`src/rtl/cla_pkg.sv`:
```
// Shared constants and helpers for the pipelined CLA add/sub unit.
// Provides the lookahead group width and the signed saturation limits.
package cla_pkg;

    localparam int GROUP_W = 4;

    // Largest positive two's complement value of the given width.
    function automatic logic [63:0] sat_max(input int width);
        return (64'd1 << (width - 1)) - 64'd1;
    endfunction

    // Most negative two's complement value of the given width.
    function automatic logic [63:0] sat_min(input int width);
        return 64'd1 << (width - 1);
    endfunction

endpackage

```
`src/rtl/cla_group4.sv`:
```
// Combinational 4-bit carry-lookahead group.
// Ports: a, b, cin in; sum, group propagate p, group generate g out.
module cla_group4
    import cla_pkg::*;
(
    input  logic [GROUP_W-1:0] a,
    input  logic [GROUP_W-1:0] b,
    input  logic               cin,
    output logic [GROUP_W-1:0] sum,
    output logic               p,
    output logic               g
);

    logic [GROUP_W-1:0] pb;
    logic [GROUP_W-1:0] gb;
    logic [GROUP_W-1:0] c;

    always_comb begin
        pb   = a ^ b;
        gb   = a & b;
        c[0] = cin;
        c[1] = gb[0] | (pb[0] & cin);
        c[2] = gb[1] | (pb[1] & gb[0]) | (pb[1] & pb[0] & cin);
        c[3] = gb[2] | (pb[2] & gb[1]) | (pb[2] & pb[1] & gb[0])
             | (pb[2] & pb[1] & pb[0] & cin);
        sum  = pb ^ c;
        p    = &pb;
        g    = gb[3] | (pb[3] & gb[2]) | (pb[3] & pb[2] & gb[1])
             | (pb[3] & pb[2] & pb[1] & gb[0]);
    end

endmodule

```
`src/rtl/cla_sat_addsub_pipe.sv`:
```
// Two-stage pipelined CLA adder/subtractor with signed overflow,
// optional saturation, valid/ready handshakes and a sticky overflow flag.
// Ports: clk, rst (async, active high); in_valid/in_ready, a, b, sub, sat;
// out_valid/out_ready, result, ovf, carry_out; sticky_ovf, clr_sticky.
module cla_sat_addsub_pipe
    import cla_pkg::*;
#(
    parameter int WIDTH = 16
) (
    input  logic             clk,
    input  logic             rst,
    input  logic             in_valid,
    output logic             in_ready,
    input  logic [WIDTH-1:0] a,
    input  logic [WIDTH-1:0] b,
    input  logic             sub,
    input  logic             sat,
    output logic             out_valid,
    input  logic             out_ready,
    output logic [WIDTH-1:0] result,
    output logic             ovf,
    output logic             carry_out,
    output logic             sticky_ovf,
    input  logic             clr_sticky
);

    localparam int GROUPS = WIDTH / GROUP_W;
    localparam logic [63:0] MAX64 = sat_max(WIDTH);
    localparam logic [63:0] MIN64 = sat_min(WIDTH);
    localparam logic [WIDTH-1:0] SAT_HI = MAX64[WIDTH-1:0];
    localparam logic [WIDTH-1:0] SAT_LO = MIN64[WIDTH-1:0];

    logic adv1, adv2;

    // Stage 1 combinational: operand inversion and per-group lookahead.
    logic [WIDTH-1:0]  nb;
    logic [WIDTH-1:0]  sum0_d, sum1_d;
    logic [GROUPS-1:0] p_d, g_d;

    assign nb = sub ? ~b : b;

    // Group sum for cin=1 is the cin=0 sum plus one; P/G do not depend on cin.
    for (genvar i = 0; i < GROUPS; i++) begin : g_grp
        cla_group4 u_grp (
            .a   (a[i*GROUP_W +: GROUP_W]),
            .b   (nb[i*GROUP_W +: GROUP_W]),
            .cin (1'b0),
            .sum (sum0_d[i*GROUP_W +: GROUP_W]),
            .p   (p_d[i]),
            .g   (g_d[i])
        );
        assign sum1_d[i*GROUP_W +: GROUP_W] =
            sum0_d[i*GROUP_W +: GROUP_W] + 4'd1;
    end

    // Stage 1 registers.
    logic              s1_valid, s1_a_msb, s1_nb_msb, s1_cin, s1_sat;
    logic [GROUPS-1:0] s1_p, s1_g;
    logic [WIDTH-1:0]  s1_sum0, s1_sum1;

    always_ff @(posedge clk or posedge rst) begin
        if (rst) begin
            s1_valid  <= 1'b0;
            s1_a_msb  <= 1'b0;
            s1_nb_msb <= 1'b0;
            s1_cin    <= 1'b0;
            s1_sat    <= 1'b0;
            s1_p      <= '0;
            s1_g      <= '0;
            s1_sum0   <= '0;
            s1_sum1   <= '0;
        end else if (adv1) begin
            s1_valid  <= in_valid;
            s1_a_msb  <= a[WIDTH-1];
            s1_nb_msb <= nb[WIDTH-1];
            s1_cin    <= sub;
            s1_sat    <= sat;
            s1_p      <= p_d;
            s1_g      <= g_d;
            s1_sum0   <= sum0_d;
            s1_sum1   <= sum1_d;
        end
    end

    // Stage 2 combinational: expanded group carries, select, saturate.
    logic [GROUPS:0]  carry;
    logic [WIDTH-1:0] sum, res_d;
    logic             acc, term, pos_ovf, neg_ovf;

    always_comb begin
        carry = '0;
        acc   = 1'b0;
        term  = 1'b0;
        sum   = '0;
        // C(i) = cin&P(0..i-1) | OR_j G(j)&P(j+1..i-1), no ripple chain.
        for (int i = 0; i <= GROUPS; i++) begin
            acc = s1_cin;
            for (int k = 0; k < i; k++)
                acc = acc & s1_p[k];
            for (int j = 0; j < i; j++) begin
                term = s1_g[j];
                for (int k = j + 1; k < i; k++)
                    term = term & s1_p[k];
                acc = acc | term;
            end
            carry[i] = acc;
        end
        for (int i = 0; i < GROUPS; i++)
            sum[i*GROUP_W +: GROUP_W] = carry[i]
                ? s1_sum1[i*GROUP_W +: GROUP_W]
                : s1_sum0[i*GROUP_W +: GROUP_W];
        pos_ovf = ~s1_a_msb & ~s1_nb_msb & sum[WIDTH-1];
        neg_ovf = s1_a_msb & s1_nb_msb & ~sum[WIDTH-1];
        res_d   = sum;
        if (s1_sat && pos_ovf)
            res_d = SAT_HI;
        else if (s1_sat && neg_ovf)
            res_d = SAT_LO;
    end

    // Stage 2 registers and sticky status.
    logic s2_valid;

    always_ff @(posedge clk or posedge rst) begin
        if (rst) begin
            s2_valid  <= 1'b0;
            result    <= '0;
            ovf       <= 1'b0;
            carry_out <= 1'b0;
        end else if (adv2) begin
            s2_valid  <= s1_valid;
            result    <= res_d;
            ovf       <= pos_ovf | neg_ovf;
            carry_out <= carry[GROUPS];
        end
    end

    always_ff @(posedge clk or posedge rst) begin
        if (rst)
            sticky_ovf <= 1'b0;
        else if (s2_valid && out_ready && ovf)
            sticky_ovf <= 1'b1;
        else if (clr_sticky)
            sticky_ovf <= 1'b0;
    end

    assign adv2      = ~s2_valid | out_ready;
    assign adv1      = ~s1_valid | adv2;
    assign in_ready  = adv1;
    assign out_valid = s2_valid;

endmodule
```
`config.mk`:
```
export PLATFORM = sky130hd
export DESIGN_NAME = cla_sat_addsub_pipe
export DESIGN_NICKNAME = d
export VERILOG_FILES = /design/src/rtl/cla_pkg.sv /design/src/rtl/cla_group4.sv /design/src/rtl/cla_sat_addsub_pipe.sv
export SDC_FILE = /design/constraint.sdc
export NUM_CORES = 1
export LEC_CHECK = 0
export CAP_MARGIN = 40
export CORE_UTILIZATION = 54
export DETAILED_ROUTE_END_ITERATION = 10
export PLACE_DENSITY = 0.8
export SYNTH_ARGS = -nofsm -noshare
export SYNTH_HDL_FRONTEND = slang
export SYNTH_HIERARCHICAL = 1
export SYNTH_SLANG_ARGS = --single-unit
```
`constraint.sdc`:
```
create_clock -name clk -period 2.4 [get_ports clk]
set_clock_uncertainty 0.2 [all_clocks]
set_input_delay 0.36 -clock clk [delete_from_list [all_inputs] [get_ports clk]]
set_output_delay 0.36 -clock clk [all_outputs]
set_load 0.01 [all_outputs]
```
==> flow_metrics.tcl, run 1 <==
set metrics [dict create \
    cp_num_buf_inv 2 \
    setup_viol 0 \
    crit_type "in -> out" \
    cts_sinks 65 \
    port_buffers 59 \
    outcome "complete, no violations" \
    row_count 30 \
    vdd_drop_max_mv 0.3824 \
    synth-main-ff-cell "dfrtp_1" \
    period_share_pct 96.47 \
    cts-root-buf "clkbuf_8" \
    grt_pass1_vias 2881 \
    setup_slack_ns 0.08464 \
    design.core.area_mm2 0.006756 \
    track_usage_pct 24.04 \
    crit_path_end_kind "output pin" \
    fmax_ghz 0.4319 \
    timing_hold_violations_final 0 \
    synth_edf_count 0 \
    die_h_um 85.61 \
    synth.most_common_cell "dfrtp_1" \
    dr.pass1.iters 4 \
    synth_top_area_share_pct 43.09 \
    maxCapViolCount 0 \
    rrSetupSlack_ns 0.30 \
    wl_per_cell_um 14.85 \
    cp_max_fo 5 \
    crit_required_ns 1.84 \
    cp_common_cell "clkdlybuf4s50_1" \
    antennaDiodeCount 0 \
    cts_made_buffers 9 \
    via_count 2861 \
    synth_area_leader_cell "dfrtp_1" \
    slew_violations 0 \
    yosys_warnings 6 \
    htree_levels 3 \
    cts_hold_buf 0 \
    cts_buffer_depth 2 \
    vias_per_cell 5.439 \
    ff_latch_area_mm2 0.001627 \
    p_per_area_mw_per_mm2 857.3 \
    place_congestion 0.8169 \
    fin_area_mm2 0.005022 \
    cts_tree "done" \
    dpl_worst_slack_ns -0.4744 \
    grt_overflow_total 0 \
    ant_nets 0 \
    critPathLaunch "out_ready" \
    postSynthCellCount 338 \
    netlist_area_mm2 0.003775 \
    hpwl_um 5825 \
    min_period_ns 2.315 \
    fillers 468 \
    multiInputGateArea_mm2 0.002127 \
    avgSynthCellArea_um2 11.17 \
    cp_top_family "buffers and inverters" \
    totalPowerFinal_mw 4.306 \
    antenna_found_initial 0 \
    synth_area_leaders "dfrtp_1 43%, mux2_2 9.5%, ha_1 8.0%" \
    grt_max_degree 66 \
    ys_types 36 \
    synth_seq_cells 65 \
    max_slew_margin_pct 61.26 \
    rsz0062_at_grt "false" \
    insertion_delay_ns 0.34 \
    drc 0 \
    crit_path_start_kind "primary input" \
    totalWireLength_um 7813 \
    dieWidth_um 85.61 \
    cp.arrival_ns 1.76 \
    p_leak_nw 2.339 \
    die_area_mm2 0.007329 \
    start_util_pct 55.87 \
    ys_seq_area_share_pct 43.09 \
    hold_path_class "in -> async" \
    drive_above_1_share_pct 25.34 \
    syn2layout_area_growth_pct 33.05 \
    crit_slowest_cell "clkdlybuf4s50_1" \
    ys_top_cells_by_count "65 x dfrtp_1, 32 x mux2_2, 27 x nor2_1" \
    placed_area_mm2 0.004723 \
    rr_startpoint "s1_g[1]" \
    final_nets 509 \
    worstMarginPinSlew_ns 0.5772 \
    path_cells "clkdlybuf4s50_1, nand3b_1, clkdlybuf4s50_1" \
    async_flop_share_pct 100.0 \
    cts.clk_slew.worst_paths_ns 0.07 \
    grt_pass1_wl_um 13470 \
    ios 60 \
    cp_slowest_stage_delay_ns 0.61 \
    first_iter_violations 138 \
]
-- worst paths after layout --
path,cells past startpoint,to
worst min-delay path,3,result[0]
worst max-delay path,3,in_ready
worst max register to register,5,result[11]
worst min register to register,1,out_valid
max in group asynchronous,3,s1_sum0[15]
min in group clk,1,out_valid
-- per-layer routing --
layer	GRT usage (%)	vias up	routed length, µm
li1	-	1365	-
met1	28.90	1415	3277
met2	42.98	70	4131
met4	8.788	0	116
met5	0	-	0
met3	4.620	11	287
-- cells in the final DEF, fill, tap and decap left out, drive strengths merged --
cell type      count
clkbuf            12
a21o               9
o22a              15
conb              12
o21ai              3
nand2             14
nor2              27
mux2i             13
and4               4
dlygate4sd2        1
ha                24
and2               1
nand4              4
inv               19
o22ai              1
dfrtp             65
xnor2             12
nand3             14
and4b              1
mux2              32
o211ai             1
fa                 4
xor2              24
a21oi             31
nand3b             1
clkdlybuf4s50     57
bufinv             1
clkinv             2
nand2b             3
nor2b              1
dlymetal6s2s       1
buf               37
-- metrics by stage --
step                      std cells  setup TNS (ns)  hold slack (ns)  util, %
after floorplan                 349               0           0.2351        -
after global placement          510          -7.972           0.2453    69.91
after detailed placement        510          -9.297           0.2508    69.91
after CTS                       526               0           0.2246    74.30
after global routing            526               0           0.2435    74.33
final                           526               0           0.1939    74.33
-- timing repair --
action                                 4_1_cts  5_1_grt
pin swaps                                    5        0
setup buffers                                1        0
endpoints found under the hold margin        0        0
gates cloned                                 0        0
gates resized for setup                     15        1
setup endpoints to repair                    8        1
-- registers in the layout, indices dropped and copies added, names as in the netlist --
signal      cells
s1_sum1        16
s1_sat          1
s1_sum0        16
carry_out       1
s1_a_msb        1
s1_valid        1
ovf             1
out_valid       1
result         16
sticky_ovf      1
s1_nb_msb       1
s1_cin          1
s1_g            4
s1_p            4
-- worst register-to-register path, delay by kind of cell, from the launching register on --
family | cells | cell delay, ns
simple gates | 1 | 0.21
flops | 1 | 0.43
compound gates | 4 | 1.19
-- power breakdown --
group	switching (mW)	total, mW	internal, mW
Clock	0.392	0.919	0.528
Sequential	0.217	1.67	1.46
Combinational	0.759	1.71	0.953
-- cell type report --
| cell class | instances | area share (%) |
|---|---|---|
| Sequential cell | 65 | 32.39 |
| Timing Repair Buffer | 96 | 17.96 |
| Inverter | 19 | 1.420 |
| Clock inverter | 3 | 0.7972 |
| Clock buffer | 12 | 3.089 |
| Tap cell | 80 | 1.993 |
| Multi-Input combinational cell | 251 | 42.35 |
-- logic make-up after synthesis --
kind of cell             count (synthesis)  share of synthesized area [%]
AO/OA/AOI/OAI                           60                          11.53
XOR/XNOR                                36                          8.353
buffers and inverters                   33                          4.375
multiplexers                            45                          13.32
adder cells (fa/ha/maj)                 28                          10.08
flip-flops                              65                          43.09
other                                    1                        0.09934
AND/OR/NAND/NOR                         70                          9.148
(Power assumes the default switching activity.)
==> run 2: changes to the inputs <==
--- a/config.mk
+++ b/config.mk
@@ -8,6 +8,8 @@
 export CAP_MARGIN = 40
 export CORE_UTILIZATION = 54
 export DETAILED_ROUTE_END_ITERATION = 10
+export GPL_TIMING_DRIVEN = 0
+export HOLD_SLACK_MARGIN = 0.1
 export PLACE_DENSITY = 0.8
 export SYNTH_ARGS = -nofsm -noshare
 export SYNTH_HDL_FRONTEND = slang
==> constraint.sdc (replaced) <==
create_clock -name clk -period 2.4 [get_ports clk]
set_clock_uncertainty 0.2 [all_clocks]
set_input_delay 0.48 -clock clk [delete_from_list [all_inputs] [get_ports clk]]
set_output_delay 0.48 -clock clk [all_outputs]
set_load 0.01 [all_outputs]
==> run 2 against run 1 <==
  * Critical path depth increased by 4
  * Via count decreased by 2.6%
  * Hold slack better by 0.074 ns
  * Sequential power about the same
  * Die area stayed put
==> flow_metrics.tcl, run 2 (synthesized netlist as in run 1, its figures left out) <==
set metrics [dict create \
    grt_pass1_vias 2836 \
    period_share_pct 97.48 \
    final_cell_count_no_fill 510 \
    crit_required_ns 2.44 \
    drive_above_1_share_pct 22.56 \
    wl_met3_um 343 \
    die_h_um 85.61 \
    syn2layout_area_growth_pct 30.06 \
    antennaDiodeCount 0 \
    vias_per_cell 5.463 \
    p_per_area_mw_per_mm2 879.7 \
    cts_hold_buf 0 \
    via_count 2786 \
    maxCapViolCount 0 \
    row_count 30 \
    crit_path_end_kind "flip-flop" \
    cts_tree "done" \
    highest_layer "met4" \
    outcome "complete, no violations" \
    cp.arrival_ns 2.38 \
    insertion_delay_ns 0.34 \
    totalPowerFinal_mw 4.319 \
    grt_pass1_wl_um 13680 \
    whs_ns 0.2682 \
    crit_type "in -> reg" \
    antenna_found_initial 0 \
    cts_buffer_depth 2 \
    port_buffers 58 \
    ios 60 \
    wl_met2_um 4005 \
    wl_met1_um 3435 \
    grt_max_degree 35 \
    layout_common_cells "65 x dfrtp_1, 55 x clkdlybuf4s50_1, 32 x mux2_2" \
    setup_slack_ns 0.06049 \
    top_regs "result (16), s1_sum0 (16), s1_sum1 (16)" \
    cts_sinks 65 \
    hpwl_um 5854 \
    start_util_pct 55.87 \
    htree_levels 3 \
    hold_path_class "reg -> reg" \
    dieWidth_um 85.61 \
    setup_viol 0 \
    hp-start "s1_valid" \
    worstMarginPinSlew_ns 0.6836 \
    critPathLaunch "b[4]" \
    dpl_worst_slack_ns -1.012 \
    fillers 480 \
    p_leak_nw 2.255 \
    grt_overflow_total 0 \
    min_period_ns 2.340 \
    final_nets 492 \
    ant_nets 0 \
    track_usage_pct 24.22 \
    cts-root-buf "clkbuf_8" \
    dr.pass1.iters 4 \
    vdd_drop_max_mv 0.3611 \
    cts.clk_slew.worst_paths_ns 0.08 \
    design.core.area_mm2 0.006756 \
    cts_made_buffers 9 \
    max_slew_margin_pct 54.36 \
    fmax_ghz 0.4274 \
    first_iter_violations 155 \
    totalWireLength_um 7905 \
    fin_area_mm2 0.004910 \
    die_area_mm2 0.007329 \
    placed_cells 488 \
    layout_commonest_cell "dfrtp_1" \
    cp_max_fo 3 \
    place_congestion 0.8151 \
    rr_startpoint "s1_cin" \
    drc 0 \
    slew_violations 0 \
    rsz0062_at_grt "true" \
    wl_per_cell_um 15.50 \
    placed_area_mm2 0.004588 \
    crit_path_start_kind "primary input" \
    timing_hold_violations_final 0 \
]
==> run 2: power by group <==
| part | switching [mW] | internal [mW] | leakage [nW] | total, mW |
|---|---|---|---|---|
| sequential | 0.210 | 1.46 | 0.758 | 1.67 |
| combinational | 0.739 | 0.890 | 1.39 | 1.63 |
| clock | 0.441 | 0.584 | 0.109 | 1.03 |
| total | 1.39 | 2.93 | 2.25 | 4.32 |
==> run 2: critical path: stages <==
cell and delay (ns):
clkdlybuf4s50_1 0.50, xor2_2 0.16, inv_1 0.08, fa_1 0.43, xnor2_2 0.20, ha_1 0.26, mux2_2 0.26
==> run 2: cell type report <==
type / count / area, µm² / share of cell area (%)
sequential: 65 / 1627 / 33.13
tap: 80 / 100.1 / 2.039
clock inverter: 7 / 95.09 / 1.937
buffer: 14 / 147.6 / 3.007
inverter: 19 / 71.32 / 1.453
timing repair buffer: 65 / 645.6 / 13.15
multi-input combinational: 251 / 2100 / 42.76
clock buffer: 9 / 123.9 / 2.523
==> run 2: per-layer routing <==
layer,vias up,GRT usage [%]
li1,1326,-
met1,1375,31.53
met2,69,41.45
met3,16,4.909
met4,0,6.515
met5,-,0
==> run 2: worst paths after layout <==
path                                to  slack (ns)  cells past startpoint
min in group asynchronous   result[15]        0.36                      2
hold reg to reg              out_valid        0.27                      1
max in group asynchronous  s1_sum0[12]        1.02                      3
setup / recovery            s1_sum1[5]        0.06                      7
hold / removal               out_valid        0.27                      1
setup reg to reg             result[9]        0.35                      8
==> run 2: repair_timing <==
| item | CTS | global route |
|---|---|---|
| gates cloned | 0 | 0 |
| buffers inserted | 3 | 3 |
| resized for setup | 12 | 6 |
| pin swaps | 2 | 5 |
| setup endpoints to repair | 4 | 6 |
==> run 2: metrics by stage <==
step           TNS (ns)  util (%)
6_report              0     72.67
5_1_grt        -0.03913     72.67
4_1_cts               0     72.19
3_5_place_dp     -6.023     67.91
3_3_place_gp     -67.77     67.61
2_1_floorplan         0         -
